**src/rtl/cnn_uart_pkg.sv**
```systemverilog
// cnn_uart_pkg: constants and types shared by the UART nibble loader blocks.
//   NIB_W        - width of one received UART nibble
//   C_DEPTH_DEF  - default frame depth in words (28x28 image)
//   C_ADDRW_DEF  - default buffer address width
//   state_t      - loader FSM state encoding (2-bit)
package cnn_uart_pkg;
  localparam int NIB_W       = 4;
  localparam int C_DEPTH_DEF = 784;
  localparam int C_ADDRW_DEF = 10;

  typedef enum logic [1:0] {
    S_IDLE    = 2'd0,
    S_COLLECT = 2'd1,
    S_WRITE   = 2'd2,
    S_DONE    = 2'd3
  } state_t;
endpackage

```
**src/rtl/uart_nibble_loader_shifter.sv**
```systemverilog
// nibble_shifter: packs received nibbles into a word, first nibble in the
// least-significant position.
//   clk, rst     - clock, synchronous active-high reset
//   clr          - synchronous clear (frame resynchronisation)
//   din_i        - received nibble, valid with tick_i
//   tick_i       - one-cycle strobe per received nibble
//   shreg_o      - packing shift register
//   partial_o    - at least one nibble of the current word held
//   word_done_o  - this tick completes a word (combinational)
module nibble_shifter
  import cnn_uart_pkg::*;
#(
  parameter int c_nibbles_per_word = 2
) (
  input  logic                                  clk,
  input  logic                                  rst,
  input  logic                                  clr,
  input  logic [NIB_W-1:0]                      din_i,
  input  logic                                  tick_i,
  output logic [NIB_W*c_nibbles_per_word-1:0]   shreg_o,
  output logic                                  partial_o,
  output logic                                  word_done_o
);
  localparam int W  = NIB_W * c_nibbles_per_word;
  localparam int CW = (c_nibbles_per_word > 1) ? $clog2(c_nibbles_per_word) : 1;
  localparam logic [CW-1:0] LAST = CW'(c_nibbles_per_word - 1);

  logic [W-1:0]  shreg;
  logic [W-1:0]  shreg_nxt;
  logic [CW-1:0] nibcnt;

  // New nibble enters at the top; after a full word the first one sits in [3:0].
  generate
    if (c_nibbles_per_word == 1) begin : g_single
      assign shreg_nxt = din_i;
    end else begin : g_multi
      assign shreg_nxt = {din_i, shreg[W-1:NIB_W]};
    end
  endgenerate

  always_ff @(posedge clk) begin
    if (rst || clr) begin
      shreg  <= '0;
      nibcnt <= '0;
    end else if (tick_i) begin
      shreg  <= shreg_nxt;
      nibcnt <= (nibcnt == LAST) ? '0 : nibcnt + CW'(1);
    end
  end

  assign shreg_o     = shreg;
  assign partial_o   = (nibcnt != '0);
  assign word_done_o = tick_i && (nibcnt == LAST);
endmodule

```
**src/rtl/uart_nibble_loader.sv**
```systemverilog
// uart_nibble_loader: packs UART nibbles into words and writes them to the
// image/weight buffer at auto-incrementing addresses, flagging each full frame.
//   clk, rst        - clock, synchronous active-high reset
//   din_i           - received nibble, valid with rx_done_tick_i
//   rx_done_tick_i  - one-cycle strobe per nibble
//   wr_en_o         - buffer write strobe
//   wr_addr_o       - buffer write address (holds last value when idle)
//   wr_data_o       - packed word (holds last value when idle)
//   frame_done_o    - one-cycle pulse after the last word of a frame
//   busy_o          - frame partially loaded
//   frame_cnt_o     - completed frames, wraps at 256
// Optional macro UART_LOADER_TIMEOUT_EN: idle-gap timeout of c_timeout cycles
// that discards a partial frame.
module uart_nibble_loader
  import cnn_uart_pkg::*;
#(
  parameter int c_nibbles_per_word = 2,
  parameter int c_depth            = C_DEPTH_DEF,
  parameter int c_addrw            = C_ADDRW_DEF,
  parameter int c_timeout          = 200_000
) (
  input  logic                                clk,
  input  logic                                rst,
  input  logic [NIB_W-1:0]                    din_i,
  input  logic                                rx_done_tick_i,
  output logic                                wr_en_o,
  output logic [c_addrw-1:0]                  wr_addr_o,
  output logic [NIB_W*c_nibbles_per_word-1:0] wr_data_o,
  output logic                                frame_done_o,
  output logic                                busy_o,
  output logic [7:0]                          frame_cnt_o
);
  localparam int W = NIB_W * c_nibbles_per_word;
  localparam logic [c_addrw-1:0] LAST_ADDR = c_addrw'(c_depth - 1);

  state_t             state;
  state_t             state_nxt;
  logic [W-1:0]       shreg;
  logic               partial;
  logic               word_done;
  logic               timeout;
  logic               pend;
  logic [c_addrw-1:0] addr;
  logic [c_addrw-1:0] last_addr;
  logic [W-1:0]       last_data;
  logic [7:0]         frame_cnt;
  logic               at_last;

  nibble_shifter #(
    .c_nibbles_per_word (c_nibbles_per_word)
  ) u_shifter (
    .clk         (clk),
    .rst         (rst),
    .clr         (timeout),
    .din_i       (din_i),
    .tick_i      (rx_done_tick_i),
    .shreg_o     (shreg),
    .partial_o   (partial),
    .word_done_o (word_done)
  );

  assign at_last = (addr == LAST_ADDR);

`ifdef UART_LOADER_TIMEOUT_EN
  localparam int GW = $clog2(c_timeout) + 1;
  logic [GW-1:0] gap;

  // A tick in the same cycle wins over the timeout, so no nibble is dropped.
  always_ff @(posedge clk) begin
    if (rst || !busy_o || rx_done_tick_i) gap <= '0;
    else                                  gap <= gap + GW'(1);
  end

  assign timeout = busy_o && !rx_done_tick_i && (gap == GW'(c_timeout - 1));
`else
  assign timeout = 1'b0;
`endif

  always_ff @(posedge clk) begin
    if (rst) state <= S_IDLE;
    else     state <= state_nxt;
  end

  always_comb begin
    state_nxt = state;
    case (state)
      S_IDLE, S_COLLECT: begin
        if (word_done)           state_nxt = S_WRITE;
        else if (rx_done_tick_i) state_nxt = S_COLLECT;
      end
      S_WRITE: begin
        if (at_last)             state_nxt = S_DONE;
        else if (word_done)      state_nxt = S_WRITE;
        else                     state_nxt = S_IDLE;
      end
      S_DONE: begin
        if (word_done || pend)   state_nxt = S_WRITE;
        else                     state_nxt = S_IDLE;
      end
      default:                   state_nxt = S_IDLE;
    endcase
    if (timeout) state_nxt = S_IDLE;
  end

  // A word completed during the final write of a frame (single-nibble words
  // only) is parked until S_DONE has been signalled.
  always_ff @(posedge clk) begin
    if (rst || timeout)                               pend <= 1'b0;
    else if (state == S_WRITE && at_last && word_done) pend <= 1'b1;
    else if (state == S_DONE)                          pend <= 1'b0;
  end

  always_ff @(posedge clk) begin
    if (rst || timeout)        addr <= '0;
    else if (state == S_WRITE) addr <= at_last ? '0 : addr + c_addrw'(1);
  end

  // Write-port hold registers keep the last word/address visible between writes.
  always_ff @(posedge clk) begin
    if (rst) begin
      last_data <= '0;
      last_addr <= '0;
    end else if (state == S_WRITE) begin
      last_data <= shreg;
      last_addr <= addr;
    end
  end

  always_ff @(posedge clk) begin
    if (rst)                  frame_cnt <= '0;
    else if (state == S_DONE) frame_cnt <= frame_cnt + 8'd1;
  end

  assign wr_en_o      = (state == S_WRITE);
  assign wr_data_o    = wr_en_o ? shreg : last_data;
  assign wr_addr_o    = wr_en_o ? addr  : last_addr;
  assign frame_done_o = (state == S_DONE);
  assign busy_o       = (addr != '0) || partial;
  assign frame_cnt_o  = frame_cnt;
endmodule
```
**config.mk**
```make
export PLATFORM = sky130hd
export DESIGN_NAME = uart_nibble_loader
export DESIGN_NICKNAME = d
export VERILOG_FILES = /design/src/rtl/cnn_uart_pkg.sv /design/src/rtl/uart_nibble_loader_shifter.sv /design/src/rtl/uart_nibble_loader.sv
export SDC_FILE = /design/constraint.sdc
export NUM_CORES = 1
export LEC_CHECK = 0
export ABC_AREA = 1
export CAP_MARGIN = 20
export CORE_MARGIN = 2
export CORE_UTILIZATION = 40
export CTS_BUF_LIST = sky130_fd_sc_hd__clkbuf_8
export DETAILED_ROUTE_END_ITERATION = 7
export GPL_ROUTABILITY_DRIVEN = 0
export SETUP_SLACK_MARGIN = 0.5
export SLEW_MARGIN = 25
export SYNTH_ARGS = -nofsm -noshare
export SYNTH_HDL_FRONTEND = slang
export SYNTH_SLANG_ARGS = --single-unit
```
**constraint.sdc**
```tcl
create_clock -name clk -period 3.05 [get_ports clk]
set_input_delay 0.61 -clock clk [delete_from_list [all_inputs] [get_ports clk]]
set_output_delay 0.61 -clock clk [all_outputs]
set_load 0.02 [all_outputs]
```
==> impl_metrics.csv <==
group,metric,value,unit
outcome,status,"complete, no violations",
layout,num-nets-final,327,
timing,clock_skew,4.65,ps
drt,wl_per_cell,10.7,µm
floorplan,core_area,5140,µm²
power_and_ir_drop,peakVddDrop,0.251,mV
synth,synth_top_area_share,44.9,%
layout,area_growth,23.7,%
worst_setup_path,cp_max_fo,24,
synth,ys_seq_elements,48,
layout,final_cell_area,2650,µm²
global_route,grt.busiest_layer,"met2",
floorplan,die_width,77.2,µm
cts,postCtsSetupBuffers,0,
timing,fin_crit_sh,78.3,%
drt,ant_nets,0,
synth,synth_area,2140,µm²
global_route,grt_max_degree,26,
synth,async_flop_share,0,%
timing,rsz0062_at_grt,"no",
timing,whs,479,ps
cts,cts_buffers,5,
timing,hold_violations,0,
global_route,grt_pass1_wl,7.21,mm
synth,synth_cell_types,33,
worst_setup_path,arrival,1780,ps
power_and_ir_drop,power_density,471,nW/µm²
placement,dp.cells,380,
worst_setup_path,start_kind,"register",
worst_setup_path,startpoint,"state[1]$_SDFFE_PP0P_",
floorplan,ios,36,
drt,routed-via-count,1756,
cts,cts_buffer_depth,2,
layout,insertedDiodeCount,0,
worst_setup_path,worstSetupEndpointType,"output pin",
cts,root_buffer,"clkbuf_8",
synth,synth.area.top_cells,"dfxtp_1, nor2_1, nand2_1, inv_1, o21ai_2",
timing,finalMaxSlewViolations,0,
worst_setup_path,crit_required,2440,ps
worst_setup_path,r2r_cells,6,
timing,tns,0,ps
global_route,grt_use_met2,25.2,%
timing,fmaxAchievable,0.419,GHz
placement,port_buffers,35,
timing,min_period,2390,ps
drt,routed_wl,4.16,mm
synth,synth.top_cells.by_count,"nor2_1, dfxtp_1, nand2_1",
floorplan,die_area,5950,µm²
cts,clock_latency,300,ps
layout,final_cells,388,
cts,clkSlewWorstSetupHoldPaths,80,ps
global_route,grt.total_usage,15.1,%
cts,cts_resized,6,
synth,synth.net_count,293,
timing,max_slew_margin,61.7,%
drt,routed_via_density,4.53,
synth,yosys.area.top_type,"dfxtp_1",
cts,h-tree-depth,2,
synth,netlist_instances,283,
synth,synthMostInstantiatedCell,"nor2_1",
global_route,antenna_found_initial,0,
placement,placed_area,2530,µm²
drt,drt-pass1-iter-count,4,
floorplan,rows,26,
synth,syn_area_per_cell,7.56,µm²
synth,synth-edff-count,0,
worst_setup_path,r2r-start,"addr[1]$_SDFFE_PP0P_",
cts,cts_sinks,48,
worst_hold_path,min_path_type,"reg -> reg",
drt,drc_errors,0,
placement,dp.final_hpwl,2.89,mm
floorplan,initial_utilization,41.7,%
floorplan,die_height,77.2,µm
run,maxCapViolCount,0,
timing,setup_viol,0,
cts,cts_hold_buf,0,
timing,tightest_slew,574,ps
worst_hold_path,worstHoldStart,"last_addr[2]$_SDFF_PP0_",
global_route,use_met1,19.1,%
worst_hold_path,whs_path_depth,2,
power_and_ir_drop,power.leakage,0.00128,µW
global_route,overflow,0,
cts,cts_tree,"done",
synth,yosysWarnings,0,
global_route,grt_util_met3,3.53,%
synth,yosysSeqAreaShare,44.9,%
worst_setup_path,criticalPathCategory,"reg -> out",
layout,drive_gt1_share,11.6,%
synth,ys.flop_type,"dfxtp_1",
global_route,grt_pass1_vias,1589,
drt,first_iter_violations,63,
==> where the power goes <==
group / switching (µW) / internal (µW) / total [µW]
registers: 12.9 / 652 / 665
clock network: 204 / 181 / 385
logic: 111 / 86.4 / 197
total: 327 / 919 / 1250
==> kinds of logic after synthesis <==
kind of cell               Yosys count  synth area share (%)
adders and majority gates            3                  1.75
DFF                                 48                  44.9
xor gates and xnor gates             5                  2.05
AOI/OAI and AO/OA                   43                  12.1
and+or+nand+nor                    135                  29.4
buffers and inverters               49                  9.82
==> sequential cells by signal, indices dropped and copies added, names as in the netlist <==
signal / count
addr: 10
last_addr: 10
frame_cnt_o: 8
last_data: 8
u_shifter.shreg_o: 8
state: 2
pend: 1
u_shifter.partial_o: 1
==> per-layer routing <==
| layer | wire [µm] | vias up |
|---|---|---|
| li1 | - | 945 |
| met1 | 2030 | 779 |
| met2 | 1930 | 26 |
| met3 | 143 | 6 |
| met4 | 63 | 0 |
| met5 | 0 | - |
==> layout make-up <==
cell class / instances / area, µm²
clock buffer: 6 / 82.6
inverter: 39 / 153
timing repair buffer: 37 / 380
sequential: 48 / 963
clock inverter: 2 / 11.3
multi-input combinational: 186 / 970
fill: 544 / 2490
tap: 70 / 87.6
==> worst max-delay path, stage by stage, from the launching register on <==
cell             delay (ps)
dfxtp_2                 400
nand2_4                  90
inv_6                   150
or2_1                   140
o21ai_2                  60
inv_1                    60
clkdlybuf4s50_1         590
==> through the flow <==
stage / setup WS (ps) / power, µW / util [%]
floorplan: 1340 / 807 / -
global placement: 778 / 880 / 49.3
detailed placement: 752 / 882 / 49.3
CTS: 514 / 1270 / 51.1
global route: 535 / 1310 / 51.5
finish: 661 / 1250 / 51.5
==> worst paths after layout <==
path / end / slack [ps]
max: wr_addr_o[7] / 660
min: last_addr[2]$_SDFF_PP0_ / 480
max reg2reg: addr[8]$_SDFFE_PP0P_ / 1660
min reg2reg: last_addr[2]$_SDFF_PP0_ / 480
==> layout by cell type, fill, tap and decap left out, types with 2 or more instances in the layout <==
cell type / n
a21oi_1: 12
clkbuf_8: 6
clkdlybuf4s50_1: 28
dfxtp_1: 46
dfxtp_2: 2
dlygate4sd2_1: 4
dlymetal6s2s_1: 3
ha_1: 3
inv_1: 37
nand2_1: 37
nand2_4: 2
nand3_1: 7
nand3_2: 3
nand4_1: 5
nor2_1: 61
o21ai_0: 17
o21ai_2: 10
or2_1: 10
or2_2: 4
xnor2_1: 2
xor2_1: 3
Note: power is estimated with default switching activity, not from simulation.
